$ cat src/rtl/hex_to_dec.sv
// hex_to_dec: ASCII hex-to-decimal line converter.
//
// Accepts ASCII hex digits, one byte at a time, and builds them into an
// accumulator. A '\n' starts a double-dabble conversion. The block then
// emits the value as unsigned decimal ASCII, with leading zeros suppressed,
// followed by '\n'.
//
// Handshake: the input side has no backpressure. A byte is consumed on every
// rising edge where input_valid=1. Bytes that arrive while a conversion or
// transmission is in progress are dropped. On the output side, a byte is
// transferred on every rising edge where output_en=1. output_en is only
// raised when output_busy=0, so output_en acts as valid and accepted at once.
// A stalled byte stays pending in the BCD register until it can be sent.
//
// Ports:
//   clk          sole clock, rising edge
//   rst          synchronous active-low reset
//   input_valid  input_data carries a received byte this cycle
//   input_data   received ASCII byte
//   output_busy  downstream cannot take a byte this cycle
//   output_en    output_data presented and accepted this cycle
//   output_data  ASCII byte to transmit (0x00 when output_en=0)
module hex_to_dec #(
   parameter int WIDTH = 32,
   parameter int NDIG  = 10
) (
   input  logic       clk,
   input  logic       rst,
   input  logic       input_valid,
   input  logic [7:0] input_data,
   input  logic       output_busy,
   output logic       output_en,
   output logic [7:0] output_data
);

   localparam int BW = 4 * NDIG;
   localparam int CW = $clog2(WIDTH + 1);

   typedef enum logic [2:0] {
      ACCUM   = 3'd0,
      CONVERT = 3'd1,
      SKIP    = 3'd2,
      SEND    = 3'd3,
      SEND_NL = 3'd4
   } state_t;

   state_t           state;
   logic [WIDTH-1:0] value;   // hex accumulator
   logic [WIDTH-1:0] shreg;   // converter input, shifted out MSB first
   logic [BW-1:0]    bcd;     // BCD result, most significant digit on top
   logic [CW-1:0]    cnt;     // bit counter in CONVERT, digit counter after

   logic             hex_ok;
   logic [3:0]       hex_nib;
   logic [7:0]       hex_tmp;
   logic [BW-1:0]    bcd_adj;
   logic [3:0]       top_dig;

   // Double-dabble correction step: any digit of 5 or more gets +3, so that
   // the following left shift carries into the next digit correctly.
   function automatic logic [BW-1:0] dd_adjust(input logic [BW-1:0] b);
      logic [BW-1:0] r;
      r = b;
      for (int i = 0; i < NDIG; i++) begin
         if (r[4*i +: 4] >= 4'd5) begin
            r[4*i +: 4] = r[4*i +: 4] + 4'd3;
         end
      end
      return r;
   endfunction

   // ASCII hex digit decode
   always_comb begin
      hex_ok  = 1'b0;
      hex_tmp = 8'h00;
      if (input_data >= 8'h30 && input_data <= 8'h39) begin
         hex_ok  = 1'b1;
         hex_tmp = input_data - 8'h30;
      end else if (input_data >= 8'h61 && input_data <= 8'h66) begin
         hex_ok  = 1'b1;
         hex_tmp = input_data - 8'h57;
      end else if (input_data >= 8'h41 && input_data <= 8'h46) begin
         hex_ok  = 1'b1;
         hex_tmp = input_data - 8'h37;
      end
      hex_nib = hex_tmp[3:0];
   end

   always_comb begin
      bcd_adj = dd_adjust(bcd);
      top_dig = bcd[BW-1 -: 4];
   end

   always_ff @(posedge clk) begin
      if (!rst) begin
         state <= ACCUM;
         value <= '0;
         shreg <= '0;
         bcd   <= '0;
         cnt   <= '0;
      end else begin
         case (state)
            ACCUM: begin
               if (input_valid) begin
                  if (input_data == 8'h0A) begin
                     shreg <= value;
                     bcd   <= '0;
                     cnt   <= '0;
                     state <= CONVERT;
                  end else if (hex_ok) begin
                     // upper nibble falls off: only the last WIDTH/4 digits count
                     value <= {value[WIDTH-5:0], hex_nib};
                  end
               end
            end
            CONVERT: begin
               bcd   <= {bcd_adj[BW-2:0], shreg[WIDTH-1]};
               shreg <= {shreg[WIDTH-2:0], 1'b0};
               if (cnt == CW'(WIDTH - 1)) begin
                  cnt   <= CW'(NDIG);
                  state <= SKIP;
               end else begin
                  cnt <= cnt + CW'(1);
               end
            end
            SKIP: begin
               // Keep at least one digit so that zero prints as "0".
               if (top_dig == 4'd0 && cnt > CW'(1)) begin
                  bcd <= {bcd[BW-5:0], 4'h0};
                  cnt <= cnt - CW'(1);
               end else begin
                  state <= SEND;
               end
            end
            SEND: begin
               if (!output_busy) begin
                  bcd <= {bcd[BW-5:0], 4'h0};
                  cnt <= cnt - CW'(1);
                  if (cnt == CW'(1)) begin
                     state <= SEND_NL;
                  end
               end
            end
            SEND_NL: begin
               if (!output_busy) begin
                  value <= '0;
                  state <= ACCUM;
               end
            end
            default: state <= ACCUM;
         endcase
      end
   end

   // The output is gated by rst as well as by output_busy. A byte is never
   // reported as taken in a cycle whose edge will reset the FSM.
   always_comb begin
      output_en   = 1'b0;
      output_data = 8'h00;
      if (rst && !output_busy) begin
         if (state == SEND) begin
            output_en   = 1'b1;
            output_data = 8'h30 + {4'h0, top_dig};
         end else if (state == SEND_NL) begin
            output_en   = 1'b1;
            output_data = 8'h0A;
         end
      end
   end

endmodule

$ cat config.mk
export PLATFORM = sky130hd
export DESIGN_NAME = hex_to_dec
export DESIGN_NICKNAME = d
export VERILOG_FILES = /design/src/rtl/hex_to_dec.sv
export SDC_FILE = /design/constraint.sdc
export NUM_CORES = 1
export LEC_CHECK = 0
export ABC_AREA = 1
export CORE_UTILIZATION = 45
export DETAILED_ROUTE_END_ITERATION = 6
export PLACE_DENSITY_LB_ADDON = 0.05
export SLEW_MARGIN = 30
export SYNTH_ARGS = -nofsm -noshare
export SYNTH_HDL_FRONTEND = slang
export SYNTH_SLANG_ARGS = --single-unit
$ cat constraint.sdc
create_clock -name clk -period 2.6 [get_ports clk]
set_input_delay 0.78 -clock clk [delete_from_list [all_inputs] [get_ports clk]]
set_output_delay 0.78 -clock clk [all_outputs]
set_load 0.01 [all_outputs]
==> results.txt <==
final hold violation count -> 0
Worst Setup Start Kind -> primary input
Synth warnings -> 0
outcome -> complete, no violations
Avg Inst Size Synth -> 6.330 um2
CP max stage delay -> 270 ps
RSZ-0062 raised after global routing -> no
Clock Skew -> 8.308 ps
critical path cell sequence -> clkdlybuf4s15_2 -> nor2_2 -> inv_1 -> nor2_2 -> inv_1 -> nor2_1 -> dlygate4sd2_1
met1 Use GR -> 28.15%
met3 global-route usage -> 3.994%
# setup viols final -> 0
Hold/Removal Path Class -> reg2reg
DR vias/cell -> 5.026
H-Tree Depth -> 4
Max Freq -> 0.3969 GHz
area share of the largest cell type after synthesis -> 35.35%
Final ANT Viol Nets -> 0
Sw Share -> 37.27%
sequential share of power -> 33.8%
asr flop ratio synth -> 0%
row cnt -> 43
Hold EP -> value[9]
Max Root-Sink Buffers -> 2
drt pass-1 iters -> 5
Root Buffer -> clkbuf_16
sequential fraction of the synthesis area -> 35.35%
vias in the first global route -> 5783
Routed wire per std cell -> 12.76 um
Nets -> 1068
clock share of power -> 32.2%
drt drc -> 0
most common cell after layout, fill and taps aside -> nand2_1
hold buffer count at CTS -> 0
final non-filler cell total -> 1221
maximum fanout along the worst path -> 5
# Max-Cap Violations -> 0
first-pass GRT wire length -> 26790 um
total power -> 7.035 mW
Comb power frac -> 34.0%
Leak -> 3.229 nW
dominant cell type by area after synthesis -> dfxtp_1
worst-margin pin slew -> 801.0 ps
synthesized area -> 6400 um2
top_reg_cell synth -> dfxtp_1
routed wire length -> 15580 um
kind of critical path -> in2out
cell count after synthesis -> 1011
dpl hpwl -> 9751 um
PwrDens -> 945.1 nW/um2
Final Cycle Share -> 96.89%
Reg2Reg Launch Point -> state[1]
clock latency on the worst-skew pair -> 410 ps
most frequent cells in the layout -> 256 x nand2_1, 199 x nor2_1, 117 x o21ai_0
Die Wd -> 121.3 um
initial antenna violation count -> 0
slew margin rel. -> 46.60%
worst vdd ir -> 0.0005422 V
CTS clk-pin slew, worst paths -> 50 ps
min-delay src -> value[9]
ANT cells -> 0
GPL Wtd Cong -> 0.7969
Initial Util -> 46.11%
reg2reg path depth -> 9
Slew Viols, Final -> 0
IO Count -> 21
largest net degree at the start of global routing -> 88
Die Footprint -> 14700 um2
WP data arrival -> 1740 ps
Area growth syn-to-layout -> 16.31%
CORE AREA -> 13880 um2
WHS Path Cells -> 2
count of cell types in the netlist -> 32
share of layout cells above drive strength 1 -> 7.973%
met2 Usage GRT -> 39.75%
DR vias -> 6137
r2r setup slk -> 620 ps
RR Endpoint -> value[1]
PortBufs -> 18
Critical Path RT -> 1820 ps
NetSw -> 2.622 mW
CTS tree -> done
synth top area cells -> dfxtp_1 35%, nand2_1 15%, nor2_1 12%, o21ai_0 9.2%, a21oi_1 5.6%
CP Capture Type -> primary output
fin crit period -> 2519 ps
global routing's busiest layer -> met2
DP Cell Count -> 1189
number of enable flip-flop cells after synthesis -> 0
GRT overflow -> 0
Die H -> 121.3 um
CP max-delay cell -> dlygate4sd2_1
global-route usage over all layers -> 22.82%
Initial DRC Count -> 319
cts bufs inserted -> 17
clock sink total -> 113
internal power -> 4.413 mW
Yosys reg bits -> 113
[cells in the mapped netlist, types with 3 or more instances]
library cell	n
buf_4	7
o21ai_0	118
clkbuf_1	25
o211ai_1	6
ha_1	27
inv_1	76
nand3b_1	4
nor2_1	202
xor2_1	10
inv_2	3
buf_2	17
o22ai_1	9
nand3_1	37
nand2_1	256
nor3_1	9
a21oi_1	71
dfxtp_1	113
[state kept, by name, indices dropped and copies added, names as in the netlist]
| name | flops |
|---|---|
| cnt | 6 |
| bcd | 40 |
| state | 3 |
| value | 32 |
| shreg | 32 |
[final cells by class]
type,count,area [um2]
inverters,81,306.5
well taps,180,225.2
fillers,1387,6437
clock buffers,18,439.2
multi-input cells,766,3585
clock inverters,13,137.6
repair buffers,50,488.0
flip-flops and latches,113,2262
[metrics by stage]
| stage | utilization (%) | TNS, ps | area, um2 | worst slack, ps | hold WS (ps) |
|---|---|---|---|---|---|
| detailed placement | 49.47 | -5667 | 6867 | -654.7 | 456.1 |
| floorplan | - | 0 | 6404 | 37.19 | 440.0 |
| global placement | 49.47 | -4679 | 6867 | -652.2 | 453.2 |
| CTS | 53.70 | 0 | 7453 | 7.822 | 461.9 |
| finish | 53.62 | 0 | 7443 | 80.78 | 459.8 |
| global route | 53.62 | 0 | 7443 | 2.018 | 501.0 |
[cells by family (layout without fill, tap and decap cells)]
group | after synthesis | after routing | share of synthesized area, %
fa+ha+maj | 27 | 27 | 5.279
xor+xnor | 11 | 11 | 1.505
flops | 113 | 113 | 35.35
buf+inv | 133 | 162 | 8.817
simple gates | 519 | 519 | 32.28
other cells | 1 | 2 | 0.05859
compound gates | 207 | 207 | 16.72
[how the worst max path moves through the flow]
stage	from	endpoint	slack (ps)
after floorplan	rst	output_data[1]	40
after global routing	output_busy	output_data[0]	2
after global placement	output_busy	output_data[3]	-650
after detailed placement	output_busy	output_data[3]	-650
after CTS	output_busy	output_data[3]	8
final	output_busy	output_data[2]	80
[routing by layer]
metal / vias to the layer above / routed length [um]
met3: 20 / 371
met5: - / 0
li1: 3272 / -
met2: 65 / 7425
met1: 2780 / 7573
met4: 0 / 212
[critical path: cells and delay by family]
kind / cells / cell delay (ps)
buffers and inverters: 4 / 650
and+or+nand+nor: 3 / 310
[power groups by stage]
| stage | logic, mW | registers, mW | clock network [mW] |
|---|---|---|---|
| finish | 2.39 | 2.37 | 2.27 |
| CTS | 2.41 | 2.37 | 2.32 |
| global placement | 2.39 | 2.40 | 0 |
| floorplan | 1.78 | 2.33 | 0 |
| global route | 2.76 | 2.43 | 2.39 |
| detailed placement | 2.39 | 2.40 | 0 |
[what timing repair did]
| item | 4_1_cts | 5_1_grt |
|---|---|---|
| endpoints found under the hold margin | 0 | 0 |
| setup buffers | 1 | 0 |
| gates resized for setup | 15 | 6 |
| setup endpoints to repair | 7 | 4 |
| pin swaps | 2 | 0 |
Note: power is estimated with default switching activity, not from simulation.
